### src/rtl/seg_scan_decoder.sv
// seg_scan_decoder: turns a scanned 6-digit 7-segment bus into BCD frames; SEG_DEC_TIMEOUT_EN adds a frame timeout
module seg_scan_decoder #(
    parameter int STABLE_CYC  = 4,
    parameter int TIMEOUT_CYC = 1_000_000
) (
    input  logic        sys_clk,
    input  logic        rst,
    input  logic [5:0]  sel,
    input  logic [7:0]  seg,
    output logic [23:0] display_val_bcd,
    output logic [5:0]  dp,
    output logic        frame_valid,
    output logic        seg_err,
    output logic        timeout
);
    localparam int CW = $clog2(STABLE_CYC + 1);

    if (STABLE_CYC < 2 || TIMEOUT_CYC < 1) begin : g_param_chk
        $error("seg_scan_decoder: STABLE_CYC must be >= 2 and TIMEOUT_CYC >= 1");
    end

    logic [13:0]   in_q;
    logic [13:0]   prev_q;
    logic [CW-1:0] cnt;
    logic [5:0]    s_sel;
    logic [7:0]    s_seg;
    logic [5:0]    seen;
    logic [23:0]   shadow;
    logic [5:0]    shadow_dp;
    logic [3:0]    nib;
    logic          hold;
    logic          take;
    logic          bad;
    logic          bad_pat;
    logic          complete;
    logic          tclr;

    assign s_sel = in_q[13:8];
    assign s_seg = in_q[7:0];
    assign hold  = in_q == prev_q;
    // the strobe fires on the edge where the counter steps from STABLE_CYC-2 to STABLE_CYC-1,
    // so the value sampled is still the one that has been stable in in_q
    assign take  = hold && cnt == CW'(STABLE_CYC - 2) && s_sel != 6'd0 && (s_sel & (s_sel - 6'd1)) == 6'd0;

    // Segment pattern to BCD; anything unrecognised becomes F and marks the frame bad
    always_comb begin
        nib     = 4'hF;
        bad_pat = 1'b0;
        case (s_seg[6:0])
            7'h40:   nib = 4'd0;
            7'h79:   nib = 4'd1;
            7'h24:   nib = 4'd2;
            7'h30:   nib = 4'd3;
            7'h19:   nib = 4'd4;
            7'h12:   nib = 4'd5;
            7'h02:   nib = 4'd6;
            7'h78:   nib = 4'd7;
            7'h00:   nib = 4'd8;
            7'h10:   nib = 4'd9;
            default: bad_pat = 1'b1;
        endcase
    end

    // Input stage, stability counter, shadow capture and frame publication
    always_ff @(posedge sys_clk) begin
        if (rst) begin
            in_q            <= '0;
            prev_q          <= '0;
            cnt             <= '0;
            seen            <= '0;
            bad             <= 1'b0;
            shadow          <= '0;
            shadow_dp       <= '0;
            complete        <= 1'b0;
            display_val_bcd <= '0;
            dp              <= '0;
            seg_err         <= 1'b0;
            frame_valid     <= 1'b0;
        end else begin
            in_q     <= {sel, seg};
            prev_q   <= in_q;
            cnt      <= !hold ? '0 : (cnt == CW'(STABLE_CYC)) ? cnt : cnt + 1'b1;
            complete <= take && (seen | s_sel) == 6'h3F;
            seen     <= ((complete || tclr) ? 6'd0 : seen) | (take ? s_sel : 6'd0);
            bad      <= ((complete || tclr) ? 1'b0 : bad) | (take && bad_pat);
            if (take)
                for (int i = 0; i < 6; i++)
                    if (s_sel[i]) begin
                        shadow[4*i +: 4] <= nib;
                        shadow_dp[i]     <= ~s_seg[7];
                    end
            if (complete) begin
                display_val_bcd <= shadow;
                dp              <= shadow_dp;
                seg_err         <= bad;
            end
            frame_valid <= complete;
        end
    end

`ifdef SEG_DEC_TIMEOUT_EN
    logic [31:0] tcnt;

    // a publishing frame always wins over a coinciding timeout
    assign tclr = !complete && tcnt == 32'(TIMEOUT_CYC - 1);

    // Frame watchdog: restarts on reset release or publication, drops a stale partial frame
    always_ff @(posedge sys_clk) begin
        if (rst) begin
            tcnt    <= '0;
            timeout <= 1'b0;
        end else begin
            tcnt    <= (complete || tclr) ? '0 : tcnt + 32'd1;
            timeout <= tclr;
        end
    end
`else
    assign tclr    = 1'b0;
    assign timeout = 1'b0;
`endif

endmodule

### config.mk
export PLATFORM = sky130hd
export DESIGN_NAME = seg_scan_decoder
export DESIGN_NICKNAME = d
export VERILOG_FILES = /design/src/rtl/seg_scan_decoder.sv
export SDC_FILE = /design/constraint.sdc
export NUM_CORES = 1
export LEC_CHECK = 0
export BUFFER_PORTS_ARGS = -buffer_cell sky130_fd_sc_hd__buf_2
export CORE_MARGIN = 1
export CORE_UTILIZATION = 62
export CTS_CLUSTER_DIAMETER = 120
export CTS_CLUSTER_SIZE = 16
export DETAILED_ROUTE_END_ITERATION = 16
export PLACE_DENSITY = 0.84
export SLEW_MARGIN = 15
export SYNTH_ARGS = -nofsm -noshare
export SYNTH_HDL_FRONTEND = slang
export SYNTH_SLANG_ARGS = --single-unit
### constraint.sdc
create_clock -name sys_clk -period 3.3 [get_ports sys_clk]
set_clock_uncertainty 0.2 [all_clocks]
set_input_delay 0 -clock sys_clk [delete_from_list [all_inputs] [get_ports sys_clk]]
set_output_delay 0 -clock sys_clk [all_outputs]
set_load 0.005 [all_outputs]
==> results.txt, run 1 <==
----------------------------------------------------
[STA]
  Final TNS setup ... 0 ps
  Worst-margin pin slew ... 1040 ps
  Setup-violating endpoint count in the final report ... 0
  Final hold vios ... 0
  Part of the cycle the worst path needs ... 82.4%
  Shortest clock period the worst path allows after layout ... 2720 ps
  RSZ-0062 raised after global routing ... no
  Number of pins with negative max-slew slack in the final report ... 0
  Peak Freq ... 368 MHz
  Slew margin rel. ... 30.4%
  Smallest setup slack after layout ... 581 ps

[Clock network]
  Root Driver ... clkbuf_8
  CTS tree ... done
  Buffer count from post-CTS setup fixing ... 0
  Post-cts hold buffer count ... 14
  CTS Buffer Depth ... 2
  Resized cells post-CTS ... 0
  TritonCTS buffer count ... 9
  Num Clock Sinks ... 101
  Clock-pin slew on the worst setup and hold paths ... 90 ps
  Clock latency of the later-clocked register in the worst-skew pair ... 360 ps
  Level count of the clock H-tree ... 3

[Worst hold path]
  Hold Crit Endpoint ... display_val_bcd[23]
  Origin of the worst min-delay path ... rst
  Worst hold stages ... 2
  Worst hold-check path type ... input port to flip-flop

[Cells and area]
  Layout cell share with drive strength beyond 1 ... 15.5%
  Antenna diodes ... 0
  Layout Nets ... 494
  Fill count ... 470
  Synth-to-Final Area Change ... 12.1%
  Final non-filler cell total ... 555
  Final std cell area, no fill ... 0.00479 mm²

[Die]
  Vert. Die Dim ... 85.0 µm
  Site row count ... 29
  IO Pins ... 49
  Core area ... 0.00649 mm²
  Die W ... 85.0 µm
  Effective utilization at floorplan ... 65.8%
  Full die area ... 0.00723 mm²

[Yosys]
  Share of flip-flops with an asynchronous set or reset ... 0%
  Cell type with the largest total area after synthesis ... dfxtp_1
  Syn_area_per_cell ... 9.67 µm²
  Prevailing post-synth register cell ... dfxtp_1
  Number of synthesized register bits ... 101
  Count of synthesis-stage warnings from yosys ... 0
  Top post-synthesis cells by count ... 101 x dfxtp_1, 39 x a21oi_1, 37 x nor2_1, 33 x mux2i_1
  Net Count, Synth ... 461
  Sequential cell area fraction in the yosys report ... 47.3%
  Cell types with the largest area share after synthesis ... dfxtp_1 47%, mux2i_1 7.7%, o31ai_1 5.4%
  Most common cell in the netlist ... dfxtp_1
  Mapped Cells ... 442
  Distinct cell type count after synthesis ... 47
  Synth top area share ... 47.3%
  Post-synth EDFFs ... 0
  Combined area of all synthesized cells ... 0.00427 mm²

[Worst setup path]
  Flop-to-flop setup slack ... 580 ps
  CP Data Arrival Time ... 2780 ps
  Worst flop-to-flop path startpoint ... in_q[6]
  Startpoint type of the worst setup path ... flip-flop
  Maximum fanout encountered on the critical timing path ... 39
  Worst setup path category ... flip-flop to flip-flop
  Worst-case reg-to-reg path depth ... 5
  Worst path required time ... 3370 ps
  Critical R2R Capture ... shadow_dp[4]
  Crit. End Element ... flip-flop

[Place]
  Quantity of I/O buffers inserted on ports ... 47
  Setup WS pre-CTS ... 663 ps
  Cell area after placement ... 0.00446 mm²
  Number of placed cells counting well taps ... 527
  Final HPWL DP ... 5930 µm
  Final estimated routing congestion in global placement ... 0.901

[Global routing]
  Number of antenna violations at the first check in global routing ... 0
  Pin count of the biggest net entering global routing ... 55
  Remaining global-route overflow ... 0
  All-layer global routing usage ... 27.0%
  Vias in the first global route ... 3,101
  Wire length of the first global-routing pass ... 15,400 µm

[Routing]
  Routed Wire Length ... 9190 µm
  Detailed Routing Iterations Pass 1 ... 6
  Violation count after the first detailed-routing iteration ... 385
  Routed length per placed instance ... 16.6 µm
  Post-route antenna net violation count ... 0
  DR vias ... 3,410
  Via density per instance ... 6.14
  Remaining DRCs ... 0

[Run]
  Count of max-cap constraint violations ... 0

[Power]
  Static leakage ... 1.67 nW
  Maximum vdd ir drop ... 0.289 mV
  Overall power ... 0.00219 W
  Power per cell area ... 457 mW/mm²

[Run status]
  Outcome ... finished, final reports clean

----------------------------------------------------
kinds of logic after synthesis:
kind of cell | after synthesis | synth area share (%)
muxes | 33 | 7.73
other | 1 | 0.0878
buffers and inverters | 48 | 5.24
AOI/OAI and AO/OA | 90 | 14.5
xor gates and xnor gates | 16 | 3.46
and+or+nand+nor | 150 | 20.8
adders and majority gates | 3 | 0.879
DFF | 101 | 47.3
metal layers:
metal  track usage [%]  vias up  part of all wire, %
met5                 0        -                    0
met1              36.7     1593                   44
met2              44.9      140                   49
li1                  -     1666                    -
met4              6.78        0                  1.0
met3              4.77       11                  6.6
stage by stage:
stage	utilization (%)	hold slack (ps)
floorplan	-	-71.8
global placement	68.7	10.1
global route	73.7	86.3
CTS	73.7	31.3
finish	73.7	40.1
detailed placement	68.7	13.0
cell type report:
class,count,area [µm²],area share (%)
multi-input cells,293,2040,42.6
flip-flops and latches,101,2020,42.3
repair buffers,66,425,8.88
clock buffers,10,138,2.87
well taps,77,96.3,2.01
clock inverters,4,50.0,1.05
inverters,4,15.0,0.314
placed cells by master, fill, tap and decap left out, types with 2 or more instances in the layout:
cell | netlist | layout
o2111ai_1 | 7 | 7
o31ai_1 | 31 | 31
nor4bb_1 | 3 | 3
nand3b_1 | 5 | 5
nand2_1 | 4 | 4
mux2i_1 | 33 | 33
clkinvlp_4 | 0 | 2
ha_1 | 3 | 3
nor3_1 | 9 | 9
and4b_1 | 4 | 4
xnor2_1 | 14 | 14
nand4b_1 | 5 | 5
o22ai_1 | 3 | 3
or4_1 | 7 | 7
buf_2 | 5 | 47
nor4_1 | 3 | 2
nand3_1 | 7 | 7
clkbuf_8 | 0 | 10
inv_1 | 4 | 4
dfxtp_1 | 101 | 100
buf_4 | 2 | 4
nor2_1 | 37 | 37
nand2b_1 | 9 | 9
nor2b_1 | 27 | 27
a21oi_1 | 39 | 39
a21o_1 | 2 | 2
nand4_1 | 22 | 22
dlygate4sd3_1 | 0 | 14
critical path: stages, from the launching register on:
cell and delay [ps]:
dfxtp_1 580, xnor2_1 170, nand4_1 160, or4_4 750, or4_1 560, a21oi_1 190
state kept, by name, summed over array words and instances (netlist names):
name / flops
shadow: 24
cnt: 3
frame_valid: 1
seen: 6
display_val_bcd: 24
shadow_dp: 6
prev_q: 14
bad: 1
seg_err: 1
in_q: 14
dp: 6
complete: 1
how the worst max path moves through the flow:
stage                   endpoint  slack (ps)    start  cells past startpoint
floorplan           shadow_dp[0]        1070  in_q[9]                      7
global placement    shadow_dp[0]         760  in_q[6]                      5
detailed placement  shadow_dp[0]         660  in_q[5]                      5
CTS                 shadow_dp[4]         610  in_q[5]                      5
global route        shadow_dp[4]         440  in_q[5]                      5
finish              shadow_dp[4]         580  in_q[6]                      5
power breakdown:
part | total [W] | switching [W] | internal, W
registers | 0.00126 | 0.0000281 | 0.00123
logic | 0.000165 | 0.0000998 | 0.0000648
clock network | 0.000763 | 0.000401 | 0.000362
Power figures use the tool's default switching activity.
==> run 2: changes to the inputs <==
Settings changed: ABC_AREA from default to 1, CORE_UTILIZATION 62 to 57, PLACE_DENSITY 0.84 to 0.78.
Clock period 3.3 ns to 2.6 ns, I/O delays scaled along.
==> run 2 against run 1 <==
  * Register-to-register slack lost 60 ps
  * Worst hold slack gained 180 ps
  * Fmax grew 31%
  * Largest cell class is now flip-flops and latches
==> results.txt, run 2 <==
----------------------------------------------------
[Power]
  Maximum vdd ir drop ... 0.287 mV (-0.97%)
  Power per cell area ... 592 mW/mm² (+29%)
  Static leakage ... 2.38 nW (+43%)
  Overall power ... 0.00282 W (+29%)

[Clock network]
  CTS tree ... done
  Num Clock Sinks ... 101 (unchanged)
  Buffer count from post-CTS setup fixing ... 0 (unchanged)
  TritonCTS buffer count ... 9 (unchanged)
  Clock latency of the later-clocked register in the worst-skew pair ... 360 ps (about the same)
  Clock-pin slew on the worst setup and hold paths ... 100 ps (about the same)
  Level count of the clock H-tree ... 3 (unchanged)
  Root Driver ... clkbuf_8
  CTS Buffer Depth ... 2 (unchanged)

[Cells and area]
  Layout cell share with drive strength beyond 1 ... 13.5% (-2.0 points)
  Synth-to-Final Area Change ... 18.2%
  Most common cell after layout, fill and taps aside ... nand2_1
  Layout Nets ... 636 (+29%)
  Commonest non-fill, non-tap cells in the layout ... 122 x nand2_1, 115 x nor2_1, 100 x dfxtp_1, 68 x inv_1, 47 x buf_2
  Top Registers ... display_val_bcd (24), shadow (24)
  Antenna diodes ... 0 (unchanged)

[Global routing]
  Vias in the first global route ... 3,122 (+0.68%)
  Remaining global-route overflow ... 0 (unchanged)
  All-layer global routing usage ... 23.1% (-3.9 points)
  Number of antenna violations at the first check in global routing ... 0 (unchanged)
  Pin count of the biggest net entering global routing ... 52 (-5.5%)
  Wire length of the first global-routing pass ... 13,400 µm (-13%)

[Routing]
  Uppermost layer routed ... met4
  Detail Route met2 WL ... 3800 µm (-15%)
  M1 wire length ... 3860 µm (-3.5%)
  Routed Wire Length ... 8150 µm (-11%)
  Via density per instance ... 4.84 (-21%)
  Routed length per placed instance ... 11.4 µm (-31%)
  Detailed-routed wire length on met3 ... 290 µm (-52%)
  Remaining DRCs ... 0 (unchanged)
  DR vias ... 3,476 (+1.9%)
  Post-route antenna net violation count ... 0 (unchanged)
  Detailed Routing Iterations Pass 1 ... 5 (-1)
  Violation count after the first detailed-routing iteration ... 294 (-24%)

[STA]
  Final hold vios ... 0 (unchanged)
  Worst Hold Slack ... 216 ps (+176 ps)
  Peak Freq ... 481 MHz (+31%)
  Part of the cycle the worst path needs ... 80.0% (-2.4 points)
  Setup-violating endpoint count in the final report ... 0 (unchanged)
  RSZ-0062 raised after global routing ... no
  Smallest setup slack after layout ... 519 ps (-61.9 ps)
  Slew margin rel. ... 55.6% (+25 points)
  Number of pins with negative max-slew slack in the final report ... 0 (unchanged)
  Final TNS setup ... 0 ps (unchanged)
  Worst-margin pin slew ... 666 ps (-378 ps)
  Shortest clock period the worst path allows after layout ... 2080 ps (-638 ps)

[Run]
  Count of max-cap constraint violations ... 0 (unchanged)

[Yosys]
  Count of synthesis-stage warnings from yosys ... 0 (unchanged)
  Post-synth EDFFs ... 0 (unchanged)
  Prevailing post-synth register cell ... dfxtp_1
  Mapped Cells ... 552 (+25%)
  Cell types with the largest area share after synthesis ... dfxtp_1 50%, nand2_1 11%, nor2_1 11%
  Net Count, Synth ... 571 (+24%)
  Number of synthesized register bits ... 101 (unchanged)
  Syn_area_per_cell ... 7.31 µm² (-24%)
  Share of flip-flops with an asynchronous set or reset ... 0% (unchanged)
  Top post-synthesis cells by count ... 122 x nand2_1, 115 x nor2_1, 101 x dfxtp_1, 68 x inv_1, 39 x a21oi_1
  Sequential cell area fraction in the yosys report ... 50.1% (+2.8 points)
  Most common cell in the netlist ... nand2_1
  Combined area of all synthesized cells ... 0.00404 mm² (-5.5%)
  Distinct cell type count after synthesis ... 28 (-40%)
  Cell type with the largest total area after synthesis ... dfxtp_1
  Synth top area share ... 50.1% (+2.8 points)

[Worst setup path]
  Maximum fanout encountered on the critical timing path ... 8 (-79%)
  Worst setup path category ... flip-flop to flip-flop
  Crit. End Element ... flip-flop
  CP Data Arrival Time ... 2190 ps (-590 ps)
  Worst path required time ... 2710 ps (-660 ps)
  Startpoint type of the worst setup path ... flip-flop

[Place]
  Final estimated routing congestion in global placement ... 0.814 (-9.6%)
  Quantity of I/O buffers inserted on ports ... 47 (unchanged)
  Final HPWL DP ... 5180 µm (-13%)
  Setup WS pre-CTS ... 595 ps (-67.9 ps)

[Die]
  Full die area ... 0.00742 mm² (+2.7%)
  Vert. Die Dim ... 86.2 µm (+1.3%)
  Core area ... 0.00683 mm² (+5.2%)
  Site row count ... 30 (+3.4%)
  IO Pins ... 49 (unchanged)
  Die W ... 86.2 µm (+1.3%)
  Effective utilization at floorplan ... 59.1% (-6.7 points)

[Worst hold path]
  Worst hold-check path type ... input port to flip-flop

[Run status]
  Outcome ... finished, final reports clean

----------------------------------------------------
run 2: layer usage:
| layer | vias to the layer above | track usage [%] |
|---|---|---|
| met5 | - | 0 |
| met4 | 0 | 11.7 |
| met3 | 18 | 3.95 |
| met2 | 81 | 39.0 |
| met1 | 1560 | 28.5 |
| li1 | 1817 | - |
run 2: worst paths after layout:
| path | slack, ps | from | cells past startpoint | to |
|---|---|---|---|---|
| worst max-delay path | 520 | in_q[6] | 9 | shadow[6] |
| worst max register to register | 520 | in_q[6] | 9 | shadow[6] |
| worst min-delay path | 220 | seg[4] | 4 | in_q[4] |
| worst min register to register | 260 | shadow_dp[0] | 2 | dp[0] |
run 2: final cells by class:
type,count,area [µm²]
clock buffers,11,151
flip-flops and latches,101,2020
fillers,587,2060
repair buffers,78,538
inverters,75,282
well taps,96,120
clock inverters,5,65.1
multi-input cells,352,1590
run 2: through the flow:
step	area, µm²	util (%)	instances
final	4770	69.8	718
after global routing	4770	69.8	718
after CTS	4770	69.8	718
after detailed placement	4270	62.5	674
after global placement	4270	62.5	674
after floorplan	4040	-	552
run 2: timing repair:
action	in CTS	in global routing
gates resized for setup	0	0
hold buffers	28	0
endpoints found under the setup margin	0	0
endpoints found under the hold margin	33	0
run 2: cells by family (layout without fill, tap and decap cells):
kind of cell | count (synthesis) | in the layout | share of synthesized area, %
other | 1 | 1 | 0.0929
buffers and inverters | 99 | 169 | 10.5
DFF | 101 | 101 | 50.1
xor gates and xnor gates | 6 | 6 | 1.30
AOI/OAI and AO/OA | 77 | 77 | 9.64
and+or+nand+nor | 265 | 265 | 27.4
adders and majority gates | 3 | 3 | 0.930
run 2: power breakdown:
group	switching, W	leakage, nW	total (W)	internal, W
Combinational	0.000116	1.45	0.000190	0.0000739
Sequential	0.0000208	0.820	0.00159	0.00157
Clock	0.000537	0.111	0.00105	0.000510
run 2: worst max-delay path, stage by stage (launching register included):
cell and delay (ps):
dfxtp_1 360, inv_2 130, nor2_1 80, nand3_1 100
o21ai_1 90, nor2_2 400, nand2_1 190, nand2_1 290
nor2_1 80, nor2_1 110
